[config.mk]
export PLATFORM = sky130hd
export DESIGN_NAME = sdram_init_monitor
export DESIGN_NICKNAME = d
export VERILOG_FILES = /design/src/rtl/sdram_pkg.sv /design/src/rtl/sdram_cmd_timing_check.sv /design/src/rtl/sdram_init_monitor.sv
export SDC_FILE = /design/constraint.sdc
export NUM_CORES = 1
export LEC_CHECK = 0
export ABC_AREA = 1
export CORE_MARGIN = 3
export CORE_UTILIZATION = 55
export DETAILED_ROUTE_END_ITERATION = 7
export GPL_TIMING_DRIVEN = 0
export PLACE_DENSITY = 0.82
export SLEW_MARGIN = 20
export SYNTH_ARGS = -nofsm -noshare
export SYNTH_HDL_FRONTEND = slang
export SYNTH_SLANG_ARGS = --single-unit
[constraint.sdc]
create_clock -name clk_i -period 2.9 [get_ports clk_i]
set_input_delay 0.29 -clock clk_i [delete_from_list [all_inputs] [get_ports clk_i]]
set_output_delay 0.29 -clock clk_i [all_outputs]
set_load 0.02 [all_outputs]
[src/rtl/sdram_pkg.sv]
// Shared definitions for the SDRAM init monitor slice.
// Contents:
//   - command encodings as {cs_n,ras_n,cas_n,we_n}
//   - error-code and FSM state enums
//   - mode-register field bit positions
//   - default init timing (the sdram_init constants live here)
//   - helpers: idle-cycle decode and mode-register legality
package sdram_pkg;

  localparam logic [3:0] CMD_DESELECT              = 4'b1111;
  localparam logic [3:0] CMD_NOP                   = 4'b0111;
  localparam logic [3:0] CMD_PRECHARGE             = 4'b0010;
  localparam logic [3:0] CMD_AUTO_REFRESH          = 4'b0001;
  localparam logic [3:0] CMD_PROGRAM_MODE_REGISTER = 4'b0000;
  localparam logic [3:0] CMD_ACTIVE                = 4'b0011;
  localparam logic [3:0] CMD_READ                  = 4'b0101;
  localparam logic [3:0] CMD_WRITE                 = 4'b0100;

  typedef enum logic [2:0] {
    ERR_NONE     = 3'd0,
    ERR_EARLY    = 3'd1,
    ERR_SEQ      = 3'd2,
    ERR_TIMING   = 3'd3,
    ERR_AR_COUNT = 3'd4,
    ERR_MODE     = 3'd5
  } err_code_t;

  typedef enum logic [1:0] {
    PAUSE_S   = 2'd0,
    REFRESH_S = 2'd1,
    READY_S   = 2'd2,
    ERR_S     = 2'd3
  } init_state_t;

  // Mode-register field positions on the address bus
  localparam int MODE_BL_LSB   = 0;
  localparam int MODE_AM_BIT   = 3;
  localparam int MODE_CAS_LSB  = 4;
  localparam int MODE_RSVD_LSB = 7;
  localparam int MODE_WM_BIT   = 9;
  // a[10] on PRECHARGE selects all banks
  localparam int PRE_ALL_BIT   = 10;

  // Power-up init timing for the W9864G6JT
  localparam int INIT_PAUSE_CYC   = 65536;
  localparam int INIT_TRP_CYC     = 3;
  localparam int INIT_TRC_CYC     = 7;
  localparam int INIT_TMRD_CYC    = 2;
  localparam int INIT_AR_REQUIRED = 8;

  // DESELECT ignores the other three lines; NOP is the only other idle code
  function automatic logic is_idle(input logic [3:0] cmd);
    return cmd[3] || (cmd == CMD_NOP);
  endfunction

  // Reserved bits must be zero, CAS latency 2 or 3, and bank select zero
  function automatic logic mode_ok(input logic [11:0] a, input logic [1:0] bs);
    logic [2:0] cas;
    cas = a[MODE_CAS_LSB +: 3];
    return (a[MODE_RSVD_LSB +: 2] == 2'b00) &&
           ((cas == 3'd2) || (cas == 3'd3)) &&
           (bs == 2'b00);
  endfunction

endpackage

[src/rtl/sdram_cmd_timing_check.sv]
// Command spacing checker.
// Tracks the previous command and the number of cycles since it, and flags
// the current command when it arrives sooner than the previous command allows.
// Ports:
//   clk_i, rst_n_i      clock, asynchronous active-low reset
//   cmd_vld             cmd carries a sampled bus cycle
//   cmd                 sampled {cs_n,ras_n,cas_n,we_n}
//   timing_violation    current command is too close to the previous one
module sdram_cmd_timing_check
  import sdram_pkg::*;
#(
  parameter int TRP_CYC  = INIT_TRP_CYC,
  parameter int TRC_CYC  = INIT_TRC_CYC,
  parameter int TMRD_CYC = INIT_TMRD_CYC
) (
  input  logic       clk_i,
  input  logic       rst_n_i,
  input  logic       cmd_vld,
  input  logic [3:0] cmd,
  output logic       timing_violation
);

  logic       is_cmd_s;
  logic [3:0] required_s;
  logic       last_vld_r;
  logic [3:0] last_cmd_r;
  logic [3:0] gap_r;

  assign is_cmd_s = cmd_vld && !is_idle(cmd);

  // Minimum spacing owed to the previous command
  always_comb begin
    required_s = 4'd0;
    case (last_cmd_r)
      CMD_PRECHARGE:             required_s = 4'(TRP_CYC);
      CMD_AUTO_REFRESH:          required_s = 4'(TRC_CYC);
      CMD_PROGRAM_MODE_REGISTER: required_s = 4'(TMRD_CYC);
      default:                   required_s = 4'd0;
    endcase
  end

  assign timing_violation = is_cmd_s && last_vld_r && (gap_r < required_s);

  // Previous command and saturating gap; gap reads 1 on the cycle after a command
  always_ff @(posedge clk_i or negedge rst_n_i) begin
    if (!rst_n_i) begin
      last_vld_r <= 1'b0;
      last_cmd_r <= CMD_NOP;
      gap_r      <= 4'd0;
    end else if (is_cmd_s) begin
      last_vld_r <= 1'b1;
      last_cmd_r <= cmd;
      gap_r      <= 4'd1;
    end else if (gap_r != 4'd15) begin
      gap_r <= gap_r + 4'd1;
    end else begin
      gap_r <= gap_r;
    end
  end

endmodule

[src/rtl/sdram_init_monitor.sv]
// SDRAM power-up init monitor.
// Snoops the command bus and checks: pause, precharge-all, N auto-refreshes,
// mode-register program. Latches the first violation, captures mode fields.
// Bus inputs are registered first, so a command sampled on edge N shows up
// on the outputs after edge N+1.
// Ports:
//   clk_i, rst_n_i   memory clock, asynchronous active-low reset
//   cmd_i, a_i, bs_i command/address/bank as driven to the device
//   init_ok_o        legal init complete, no error
//   err_o            sticky error, err_code_o holds the first cause
//   burst_length_o, addr_mode_o, cas_latency_o, write_mode_o  captured mode fields
//   ar_count_o       auto-refreshes since reset, saturating at 15
module sdram_init_monitor
  import sdram_pkg::*;
#(
  parameter int PAUSE_CYC   = INIT_PAUSE_CYC,
  parameter int TRP_CYC     = INIT_TRP_CYC,
  parameter int TRC_CYC     = INIT_TRC_CYC,
  parameter int TMRD_CYC    = INIT_TMRD_CYC,
  parameter int AR_REQUIRED = INIT_AR_REQUIRED
) (
  input  logic        clk_i,
  input  logic        rst_n_i,
  input  logic [3:0]  cmd_i,
  input  logic [11:0] a_i,
  input  logic [1:0]  bs_i,
  output logic        init_ok_o,
  output logic        err_o,
  output logic [2:0]  err_code_o,
  output logic [2:0]  burst_length_o,
  output logic        addr_mode_o,
  output logic [2:0]  cas_latency_o,
  output logic        write_mode_o,
  output logic [3:0]  ar_count_o
);

  localparam logic [16:0] PAUSE_MAX = 17'(PAUSE_CYC);
  localparam logic [3:0]  AR_REQ    = 4'(AR_REQUIRED);

  logic        in_vld_r;
  logic [3:0]  cmd_q_r;
  logic [11:0] a_q_r;
  logic [1:0]  bs_q_r;

  init_state_t state_r, state_n;
  logic [16:0] pause_cnt_r, pause_cnt_n;
  err_code_t   err_sel_s, err_code_r;
  logic        is_cmd_s, timing_violation_s, ar_inc_s, capture_s;
  logic        init_ok_r, err_r, addr_mode_r, write_mode_r;
  logic [2:0]  burst_length_r, cas_latency_r;
  logic [3:0]  ar_count_r;
  logic        unused_a11_s;

  // a[11] plays no part in init checking
  assign unused_a11_s = a_q_r[11];

  // Sample the bus; in_vld_r keeps the reset value of the sample from counting as idle
  always_ff @(posedge clk_i or negedge rst_n_i) begin
    if (!rst_n_i) begin
      in_vld_r <= 1'b0;
      cmd_q_r  <= CMD_DESELECT;
      a_q_r    <= 12'd0;
      bs_q_r   <= 2'd0;
    end else begin
      in_vld_r <= 1'b1;
      cmd_q_r  <= cmd_i;
      a_q_r    <= a_i;
      bs_q_r   <= bs_i;
    end
  end

  assign is_cmd_s = in_vld_r && !is_idle(cmd_q_r);

  sdram_cmd_timing_check #(
    .TRP_CYC  (TRP_CYC),
    .TRC_CYC  (TRC_CYC),
    .TMRD_CYC (TMRD_CYC)
  ) u_timing (
    .clk_i            (clk_i),
    .rst_n_i          (rst_n_i),
    .cmd_vld          (in_vld_r),
    .cmd              (cmd_q_r),
    .timing_violation (timing_violation_s)
  );

  // Init FSM next state; error checks are ordered so the lowest code wins
  always_comb begin
    state_n     = state_r;
    pause_cnt_n = pause_cnt_r;
    err_sel_s   = ERR_NONE;
    ar_inc_s    = 1'b0;
    capture_s   = 1'b0;
    case (state_r)
      PAUSE_S: begin
        if (is_cmd_s) begin
          if (pause_cnt_r < PAUSE_MAX) begin
            err_sel_s = ERR_EARLY;
          end else if (!((cmd_q_r == CMD_PRECHARGE) && a_q_r[PRE_ALL_BIT])) begin
            err_sel_s = ERR_SEQ;
          end else if (timing_violation_s) begin
            err_sel_s = ERR_TIMING;
          end else begin
            state_n = REFRESH_S;
          end
        end else if (in_vld_r && (pause_cnt_r != PAUSE_MAX)) begin
          pause_cnt_n = pause_cnt_r + 17'd1;
        end else begin
          pause_cnt_n = pause_cnt_r;
        end
      end
      REFRESH_S: begin
        if (!is_cmd_s) begin
          state_n = REFRESH_S;
        end else if (cmd_q_r == CMD_AUTO_REFRESH) begin
          if (timing_violation_s) begin
            err_sel_s = ERR_TIMING;
          end else begin
            ar_inc_s = 1'b1;
          end
        end else if (cmd_q_r == CMD_PROGRAM_MODE_REGISTER) begin
          if (timing_violation_s) begin
            err_sel_s = ERR_TIMING;
          end else if (ar_count_r < AR_REQ) begin
            err_sel_s = ERR_AR_COUNT;
          end else if (!mode_ok(a_q_r, bs_q_r)) begin
            err_sel_s = ERR_MODE;
          end else begin
            capture_s = 1'b1;
            state_n   = READY_S;
          end
        end else begin
          err_sel_s = ERR_SEQ;
        end
      end
      READY_S: begin
        if (!is_cmd_s) begin
          state_n = READY_S;
        end else if (timing_violation_s) begin
          err_sel_s = ERR_TIMING;
        end else if (cmd_q_r == CMD_AUTO_REFRESH) begin
          ar_inc_s = 1'b1;
        end else if (cmd_q_r == CMD_PROGRAM_MODE_REGISTER) begin
          if (mode_ok(a_q_r, bs_q_r)) begin
            capture_s = 1'b1;
          end else begin
            err_sel_s = ERR_MODE;
          end
        end else begin
          state_n = READY_S;
        end
      end
      ERR_S:   state_n = ERR_S;
      default: state_n = PAUSE_S;
    endcase
  end

  // State, counters, captured fields and the sticky error latch
  always_ff @(posedge clk_i or negedge rst_n_i) begin
    if (!rst_n_i) begin
      state_r        <= PAUSE_S;
      pause_cnt_r    <= 17'd0;
      err_code_r     <= ERR_NONE;
      err_r          <= 1'b0;
      init_ok_r      <= 1'b0;
      ar_count_r     <= 4'd0;
      burst_length_r <= 3'd0;
      addr_mode_r    <= 1'b0;
      cas_latency_r  <= 3'd0;
      write_mode_r   <= 1'b0;
    end else if (err_sel_s != ERR_NONE) begin
      state_r    <= ERR_S;
      err_code_r <= err_sel_s;
      err_r      <= 1'b1;
      init_ok_r  <= 1'b0;
    end else begin
      state_r     <= state_n;
      pause_cnt_r <= pause_cnt_n;
      init_ok_r   <= (state_n == READY_S);
      if (ar_inc_s && (ar_count_r != 4'd15)) begin
        ar_count_r <= ar_count_r + 4'd1;
      end
      if (capture_s) begin
        burst_length_r <= a_q_r[MODE_BL_LSB +: 3];
        addr_mode_r    <= a_q_r[MODE_AM_BIT];
        cas_latency_r  <= a_q_r[MODE_CAS_LSB +: 3];
        write_mode_r   <= a_q_r[MODE_WM_BIT];
      end
    end
  end

  assign init_ok_o      = init_ok_r;
  assign err_o          = err_r;
  assign err_code_o     = err_code_r;
  assign burst_length_o = burst_length_r;
  assign addr_mode_o    = addr_mode_r;
  assign cas_latency_o  = cas_latency_r;
  assign write_mode_o   = write_mode_r;
  assign ar_count_o     = ar_count_r;

endmodule

# Word level (Yosys, flattened, before mapping)
# Index checks and enable logic that the tools add are counted.
dict set report word_totals {
  ff_bits 63
  wordCells 113
}
dict set report classes {
  n_bitwise 2
  mux 53
  magnitude_cmp 3
  addsub 3
  n_reduce_logical 21
  n_eq_ne 14
}
# op count
set ops {}
lappend ops {{2-bit two-way mux} 19}
lappend ops {{3-bit two-way mux} 10}
lappend ops {{3-bit case mux with 3 select lines} 2}
lappend ops {{17-bit by 1-bit adder with 17-bit output (second input constant)} 1}
lappend ops {{17-bit < comparator (second input constant)} 1}
lappend ops {{1-bit two-way mux} 17}
lappend ops {{17-bit != test (second input constant)} 1}
lappend ops {{4-bit by 1-bit adder with 4-bit output (second input constant)} 2}
lappend ops {{4-bit by 1-bit equality test with 1-bit output (second input constant)} 2}
lappend ops {{4-bit by 2-bit equality test with 1-bit output (second input constant)} 2}
lappend ops {{1-bit logical AND} 8}
lappend ops {{4-bit zero test} 2}
lappend ops {{4-bit two-way mux} 2}
lappend ops {{4-bit != test (second input constant)} 2}
lappend ops {{2-bit case mux with 4 select lines} 1}
lappend ops {{2-bit equality test (second input constant)} 3}
lappend ops {{3-bit by 2-bit equality test with 1-bit output (second input constant)} 2}
lappend ops {{2-bit zero test} 3}
lappend ops {{4-bit by 3-bit equality test with 1-bit output (second input constant)} 1}
lappend ops {{4-bit by 3-bit < comparator with 1-bit output} 1}
lappend ops {{4-bit < comparator (second input constant)} 1}
lappend ops {{1-bit case mux with 2 select lines} 2}
lappend ops {{2-bit AND reduction} 2}
lappend ops {{4-bit AND reduction} 1}
lappend ops {{other kinds (6)} 8}

# Longest topological paths before layout
dict set report depth {
  word_depth 14
  ltp_mapped 16
  depth_no_buf 16
}

# Modules after synthesis
# From an unflattened synthesis, not the netlist that was laid out.
dict set report hier_totals {
  hier_cells 343
  hier_area_um2 3125.5
}
# module cells_per_inst instances area_per_inst_um2
set modules_own_cells {}
lappend modules_own_cells {sdram_init_monitor 283 1 2642.5}
lappend modules_own_cells {sdram_cmd_timing_check 60 1 483.0}

# Least setup slack after synthesis
# Ideal clock, no wire load.
dict set report synth_path {
  path_type {register -> register}
  startpoint {register u_timing.last_cmd_r[0]}
  endpoint {register addr_mode_r (netlist: addr_mode_o)}
  stages_incl_launch_ff 12
  slack_ns 0.906
  required_time_ns 2.782
  arrival_time_ns 1.875
  path_cell_list {dfstp_2 -> nand3b_1 -> ha_1 -> nor2_1 -> nand2_1 -> nor2_1 -> nand2_4 -> a21boi_1 -> o21ai_4 -> buf_4 -> nand4_1 -> nand2_1}
}
dict set report synth_between {
  elab_chain_cells 12
}
# item line
set synth_lines {}
lappend synth_lines {{start, declared} sdram_cmd_timing_check.sv:26} ;# logic [3:0] last_cmd_r;
lappend synth_lines {{start signal, assigned} sdram_cmd_timing_check.sv:52} ;# last_cmd_r <= cmd;
lappend synth_lines {{4-bit by 1-bit equality test with 1-bit output (tied with other cells)} sdram_cmd_timing_check.sv:34} ;# case (last_cmd_r)
lappend synth_lines {{3-bit case mux with 3 select lines *} sdram_cmd_timing_check.sv:34}
lappend synth_lines {{4-bit by 3-bit < comparator with 1-bit output *} sdram_cmd_timing_check.sv:42} ;# assign timing_violation = is_cmd_s && last_vld_r && (gap_r < required_s);
lappend synth_lines {{1-bit logical AND *} sdram_cmd_timing_check.sv:42}
lappend synth_lines {{3-bit two-way mux / 2-bit two-way mux (equally long branches)} {sdram_init_monitor.sv:121, sdram_init_monitor.sv:100, sdram_init_monitor.sv:115}}
lappend synth_lines {{3-bit two-way mux / 2-bit two-way mux (equally long branches)} {sdram_init_monitor.sv:120, sdram_init_monitor.sv:98}}
lappend synth_lines {{3-bit two-way mux / 2-bit two-way mux (equally long branches)} {sdram_init_monitor.sv:114, sdram_init_monitor.sv:96}}
lappend synth_lines {{3-bit two-way mux / 2-bit two-way mux (equally long branches)} {sdram_init_monitor.sv:112, sdram_init_monitor.sv:95}}
lappend synth_lines {{3-bit case mux with 3 select lines} sdram_init_monitor.sv:93} ;# case (state_r)
lappend synth_lines {{3-bit nonzero test} sdram_init_monitor.sv:170} ;# end else if (err_sel_s != ERR_NONE) begin
lappend synth_lines {{1-bit NOT (no source line)} --}
lappend synth_lines {{2-bit AND reduction (no source line) *} --}
lappend synth_lines {{end signal, assigned} sdram_init_monitor.sv:184} ;# addr_mode_r <= a_q_r[MODE_AM_BIT];
lappend synth_lines {{end, declared} sdram_init_monitor.sv:49} ;# logic init_ok_r, err_r, addr_mode_r, write_mode_r;
# Mark *: on every way between the ends. The rest lies on a longest branch, timed or not.
# A chain may end at the register's enable or synchronous reset.

# Final worst setup path
dict set report layout_path {
  startpoint {register u_timing.last_cmd_r[0]}
  endpoint {register burst_length_r[0] (netlist: burst_length_o[0])}
}
dict set report layout_between {
  elab_chain_cells 12
}
# item line
set layout_lines {}
lappend layout_lines {{4-bit by 1-bit equality test with 1-bit output (tied with other cells)} sdram_cmd_timing_check.sv:34}
lappend layout_lines {{3-bit case mux with 3 select lines *} sdram_cmd_timing_check.sv:34}
lappend layout_lines {{4-bit by 3-bit < comparator with 1-bit output *} sdram_cmd_timing_check.sv:42}
lappend layout_lines {{1-bit logical AND *} sdram_cmd_timing_check.sv:42}
lappend layout_lines {{3-bit two-way mux / 2-bit two-way mux (equally long branches)} {sdram_init_monitor.sv:121, sdram_init_monitor.sv:100, sdram_init_monitor.sv:115}}
lappend layout_lines {{3-bit two-way mux / 2-bit two-way mux (equally long branches)} {sdram_init_monitor.sv:120, sdram_init_monitor.sv:98}}
lappend layout_lines {{3-bit two-way mux / 2-bit two-way mux (equally long branches)} {sdram_init_monitor.sv:114, sdram_init_monitor.sv:96}}
lappend layout_lines {{3-bit two-way mux / 2-bit two-way mux (equally long branches)} {sdram_init_monitor.sv:112, sdram_init_monitor.sv:95}}
lappend layout_lines {{3-bit case mux with 3 select lines} sdram_init_monitor.sv:93}
lappend layout_lines {{3-bit nonzero test} sdram_init_monitor.sv:170}
lappend layout_lines {{1-bit NOT (no source line)} --}
lappend layout_lines {{2-bit AND reduction (no source line) *} --}
lappend layout_lines {{end signal, assigned} sdram_init_monitor.sv:183} ;# burst_length_r <= a_q_r[MODE_BL_LSB +: 3];
lappend layout_lines {{end, declared} sdram_init_monitor.sv:50} ;# logic [2:0] burst_length_r, cas_latency_r;
# Marked as above.

==> flow_metrics.env <==
export IMPL_vias=2304
export IMPL_finalWirelength_um=5770
export IMPL_yosysWarnings=0
export IMPL_critPathKind="reg -> reg"
export IMPL_drc=0
export IMPL_post_cts_buffers=0
export IMPL_fmax_ghz=0.444
export IMPL_overflow=0
export IMPL_drive_gt1_share_pct=13.7
export IMPL_crit_path_max_incr_delay_ns=0.55
export IMPL_p_total_mw=2.83
export IMPL_antenna_found_initial=0
export IMPL_cts_buffers=9
export IMPL_critPathMaxFanout=9
export IMPL_grt_max_degree=52
export IMPL_cts_resized_gates=0
export IMPL_portBuffers=35
export IMPL_max_cap_viol_count=0
export IMPL_wl_per_cell_um=13.0
export IMPL_n_antenna_cell=0
export IMPL_start_kind="flop"
export IMPL_synth_ff_type="dfrtp_1"
export IMPL_cts_tree="built"
export IMPL_htree_num_levels=3
export IMPL_dp_cells=426
export IMPL_hold_path_class="in -> async"
export IMPL_skew_ns=0.00767
export IMPL_root_buffer="clkbuf_8"
export IMPL_die_x_um=79.6
export IMPL_crit_chain="nand3b_1 -> ha_1 -> nor2_1 -> nand2_1 -> nor2_1 -> nand2_4 -> nand2_1 -> nand3_1 -> nand3_1 -> nand2_1 -> nand4_2 -> nand2_1 -> nand2_1"
export IMPL_area_growth_syn_to_layout_pct=22.5
export IMPL_cts_sinks=63
export IMPL_period_minus_slack_ns=2.25
export IMPL_placed_cell_area_um2=3440
export IMPL_clkSlewWorstSetupHoldPaths_ns=0.07
export IMPL_p_leak_nw=1.78
export IMPL_rows=26
export IMPL_end_kind="flop"
export IMPL_insertion_delay_ns=0.34
export IMPL_initial_core_util_pct=57.6
export IMPL_reg2reg_from="u_timing.last_cmd_r[0]$_DFFE_PN1P_"
export IMPL_drt_initial_drc_count=153
export IMPL_finalHoldViolCount=0
export IMPL_ys_types=35
export IMPL_startpoint="u_timing.last_cmd_r[0]$_DFFE_PN1P_"
export IMPL_netlist_top_cells_count="nand2_1, dfrtp_1, inv_1"
export IMPL_yosys_area_top_type="dfrtp_1"
export IMPL_pin_count=37
export IMPL_track_usage_pct=20.7
export IMPL_ant_nets=0
export IMPL_synthCells=320
export IMPL_ff2ff_path_depth=13
export IMPL_synth_edf_count=0
export IMPL_hpwl_um=4090
export IMPL_syn_avg_cell_area_um2=9.31
export IMPL_worst_ep_arrival_time_ns=2.54
export IMPL_final_area_um2=3650
export IMPL_rsz0062_at_grt="no"
export IMPL_ys_ff_latch=63
export IMPL_finalMaxSlewViolations=0
export IMPL_clockBufferDepth=2
export IMPL_ir_drop_mv=0.342
export IMPL_hold_ws_ns=0.325
export IMPL_path_common_cell="nand2_1"
export IMPL_coreArea_um2=5170
export IMPL_period_share_pct=77.7
export IMPL_fp_dieH_um=79.6
export IMPL_status="complete, no violations"
export IMPL_synth_top_area_share_pct=47.0
export IMPL_cp_slowest_cell="dfstp_2"
export IMPL_setup_ws_ns=0.646
export IMPL_final_cells=443
export IMPL_yosys_top_cells_area="dfrtp_1, nand2_1, dfstp_2"
export IMPL_place_ws_ns=0.690
export IMPL_syn_nets=350
export IMPL_drt_pass1_iterations=4
export IMPL_grt_pass1_vias=2338
export IMPL_power_per_cell_area_nw_per_um2=776
export IMPL_place_congestion=0.873
export IMPL_fin_nets=398
export IMPL_ys_seq_area_share_pct=53.2
export IMPL_endpoint="burst_length_o[0]$_DFFE_PN0P_"
export IMPL_async_flop_share_pct=100
export IMPL_setup_viol=0
export IMPL_worst_r2r_setup_slack_ns=0.65
export IMPL_required_ns=3.18
export IMPL_yosys_cell_count_top_type="nand2_1"
export IMPL_syn_area_um2=2980
export IMPL_dieArea_um2=6340
export IMPL_grt_pass1_wl_um=10200
export IMPL_timing_rr_end="burst_length_o[0]$_DFFE_PN0P_"
export IMPL_via_per_inst=5.20
==> sequential cells by signal, summed over array words and instances (netlist names), 2 cells and up <==
register,count
pause_cnt_r,17
a_q_r,11
ar_count_o,4
cmd_q_r,4
u_timing.gap_r,4
u_timing.last_cmd_r,4
burst_length_o,3
cas_latency_o,3
err_code_o,3
bs_q_r,2
state_r,2
==> where the power goes <==
part	internal [mW]	switching, mW	total, mW
Clock	0.415	0.347	0.762
Sequential	1.04	0.119	1.16
Combinational	0.374	0.532	0.906
==> cell usage in the layout, fill, tap and decap left out, types with 9 or more instances in the layout <==
master / netlist / layout
ha_1: 10 / 10
nand3_1: 23 / 23
nor2_1: 30 / 30
nor3_1: 9 / 9
nand2_1: 71 / 71
xor2_1: 15 / 15
inv_1: 35 / 35
dfrtp_1: 56 / 56
nand4_1: 17 / 17
clkbuf_8: 0 / 10
clkdlybuf4s50_1: 0 / 34
==> per-stage QoR <==
step | util [%] | setup TNS (ns)
after floorplan | - | 0
after global placement | 66.1 | -19.38
after detailed placement | 66.5 | 0
after CTS | 70.6 | 0
after global routing | 70.6 | 0
final | 70.6 | 0
==> kinds of logic after synthesis <==
logic type	Yosys count	synth area share, %
xor+xnor	18	5.29
buf+inv	42	5.84
fa+ha+maj	10	4.20
compound gates	13	2.81
simple gates	173	28.5
flops	63	53.2
other cells	1	0.126
==> per-layer routing <==
layer | vias to the layer above | wire [um] | GRT usage (%)
met5 | - | 0 | 0
met4 | 0 | 126 | 8.93
met3 | 13 | 257 | 5.87
met2 | 61 | 2870 | 34.2
met1 | 1094 | 2520 | 25.3
li1 | 1136 | - | -
==> worst min path at each step <==
stage	depth (start not counted)	slack [ns]	startpoint	endpoint
2_1_floorplan	0	-0.006	rst_n_i	a_q_r[0]$_DFF_PN0_
3_3_place_gp	2	0.44	u_timing.last_vld_r$_DFFE_PN0P_	u_timing.last_vld_r$_DFFE_PN0P_
3_5_place_dp	1	0.15	rst_n_i	u_timing.gap_r[1]$_DFFE_PN0P_
4_1_cts	2	0.32	rst_n_i	u_timing.gap_r[3]$_DFFE_PN0P_
5_1_grt	2	0.34	rst_n_i	state_r[0]$_DFF_PN0_
6_report	2	0.33	rst_n_i	state_r[0]$_DFF_PN0_
==> layout make-up <==
| type | instances | area (um2) |
|---|---|---|
| Clock buffer | 10 | 138 |
| Sequential cell | 63 | 1590 |
| Multi-Input combinational cell | 215 | 1220 |
| Tap cell | 70 | 87.6 |
| Clock inverter | 6 | 60.1 |
| Fill cell | 370 | 1520 |
| Inverter | 38 | 143 |
| Timing Repair Buffer | 37 | 385 |
| Buffer | 4 | 31.3 |
==> worst max-delay path: cells and delay by family, from the launching register on <==
kind | cells | cell delay (ns)
simple gates | 12 | 1.47
flops | 1 | 0.55
fa+ha+maj | 1 | 0.18
==> timing repair <==
action / in CTS / in global routing
hold buffers: 1 / 0
setup endpoints to repair: 0 / 0
hold endpoints to repair: 12 / 0
Note: power is estimated with default switching activity, not from simulation.
==> RTL edit, RTL diff (same flow settings) <==
Change the package constant `MODE_RSVD_LSB` from 7 to 6.
--- a/src/rtl/sdram_pkg.sv
+++ b/src/rtl/sdram_pkg.sv
@@ -36,7 +36,7 @@
   localparam int MODE_BL_LSB   = 0;
   localparam int MODE_AM_BIT   = 3;
   localparam int MODE_CAS_LSB  = 4;
-  localparam int MODE_RSVD_LSB = 7;
+  localparam int MODE_RSVD_LSB = 6;
   localparam int MODE_WM_BIT   = 9;
   // a[10] on PRECHARGE selects all banks
   localparam int PRE_ALL_BIT   = 10;
Function: no difference found for any inputs over 10 cycles, from zero or initial values and one cycle with rst_n_i low; that may be too few to reach the edited logic, so the function may still have changed.
==> RTL edit against the original RTL <==
Routed wire length increased by 3.3%; utilization is 1.2 points higher; synthesized cell count rose by 0.63%; sequential cell count decreased by 1; count of clock-buffer cells in the layout up 3; area after synthesis rose by 4.3%; cell area grew 3.6%; power shrank 3.7%; setup slack got worse by 37 ps; die area is 4.0% higher; largest power group unchanged.
==> RTL edit: results (changes against the original RTL) <==
* Status: completed
* Cell with the largest stage delay on the worst path: sky130_fd_sc_hd__dfrtp_1
* WL met3 at 270 µm (+5.1%)
* Clock Network Area Fraction at 5.73% (+0.31 points)
* Register share of the cell area at 41.3% (-2.2 points)
* Clock skew at 4.76 ps (-2.92 ps)
* Cell variety after synth at 37 (+5.7%)
* Biggest fanout along the worst timing path at 10 (+1)
* End of the worst register-to-register path: cas_latency_o[0]
* Synthesized-area fraction occupied by adder cells at 4.03% (-0.17 points)
* Total half-perimeter wirelength after legalization and detailed placement at 4.22 mm (+3.2%)
* Register bit total from synthesis at 62 (-1.6%)
* Register-to-register setup slack at 610 ps (-40 ps)
* Last weighted congestion value of the routability-driven placer at 0.900 (+3.0%)
* Worst-case setup slack after placement at 708 ps (+17.8 ps)
* Global routing usage on met1 at 23.3% (-2.1 points)
* Crit Reg-Reg Startpoint: u_timing.last_cmd_r[3]
* Routed vias/inst at 5.18 (-0.40%)
* Power per cell area at 722 nW/µm² (-7.0%)
* Worst hold margin at 360 ps (+34.3 ps)
* Registers with the highest flip-flop counts: pause_cnt_r: 17 flops, a_q_r: 10 flops
* Met2 Track Usage GR at 35.1% (+0.83 points)
* Multi-input combinational area share at 35.7% (+2.2 points)
* Fin nets at 399 (+0.25%)
* Placed cell count at 427 (+0.23%)
* Ranking of synthesized cells by area: sky130_fd_sc_hd__dfrtp_1, sky130_fd_sc_hd__nand2_1, sky130_fd_sc_hd__dfstp_2
* Post-Synthesis Net Count at 352 (+0.57%)
* Count of non-filler cells in the finished layout at 444 (+0.23%)
* Global-route wire length before repair at 10.0 mm (-1.2%)
* Worst reg2reg path depth at 14 (+1)
* Utilization after layout at 71.7% (+1.2 points)
* GRT Util Overall at 20.5% (-0.19 points)
* Met1 wire length at 2.51 mm (-0.24%)
* Sequential fraction of the synthesis area at 50.2% (-3.0 points)
* Maximum number of buffers from clock root to sink at 2 (unchanged)
* Placement-stage cell area at 3550 µm² (+3.2%)
* Wirelength per Cell at 13.4 µm (+3.0%)
* Multi-input logic cell count at 218 (+1.4%)
* Most numerous cell types in the synthesized netlist: sky130_fd_sc_hd__nand2_1, sky130_fd_sc_hd__dfrtp_1, sky130_fd_sc_hd__inv_1, sky130_fd_sc_hd__nor2_1, sky130_fd_sc_hd__nand3_1
* Via count of the first global-routing pass at 2,293 (-1.9%)
* Type of the most critical hold path: in -> reg
* Met3 demand-to-capacity share in global routing at 8.20% (+2.3 points)
* Delay contributed by the slowest stage of the critical path at 370 ps (-180 ps)
* Non-clock inverter count at 37 (-2.6%)
* Worst VDD drop at 0.479 mV (+40%)
* Initial DRC Count at 184 (+20%)
* Pin count of the biggest net entering global routing at 35 (-33%)
* XOR/XNOR share of the synthesized area at 5.07% (-0.22 points)
* Leakage power at 1.84 nW (+3.4%)
* Layout filler cell count at 394 (+6.5%)
* Count of input and output buffers at 34 (-2.9%)
* Layout buffering overhead excluding clock cells at 11.4% (-0.062 points)
* Clk_buf instances at 13 (+3)
[RTL edit: cell count changes after synthesis, sizes merged, moves of 2 or more]
cell    before  now
nand2       77   89
xor2        15    9
nor3        11    8
nand3       25   21
xnor2        3    9
nand3b       2    0
nor2        34   30
[RTL edit: how the worst max path moves through the flow]
stage                                       from          endpoint  slack [ps]
after floorplan           u_timing.last_cmd_r[0]        state_r[1]         930
after global placement                   rst_n_i          a_q_r[0]        -310
after detailed placement  u_timing.last_cmd_r[3]       addr_mode_o         710
after CTS                 u_timing.last_cmd_r[1]  cas_latency_o[0]         580
after global routing      u_timing.last_cmd_r[3]        state_r[1]         440
final                     u_timing.last_cmd_r[3]  cas_latency_o[0]         610
[RTL edit: power by group]
| group | switching, mW | leakage, nW | internal, mW |
|---|---|---|---|
| clock network | 0.315 | 0.104 | 0.509 |
| logic | 0.488 | 0.958 | 0.311 |
| registers | 0.115 | 0.778 | 0.989 |
| total | 0.918 | 1.84 | 1.81 |
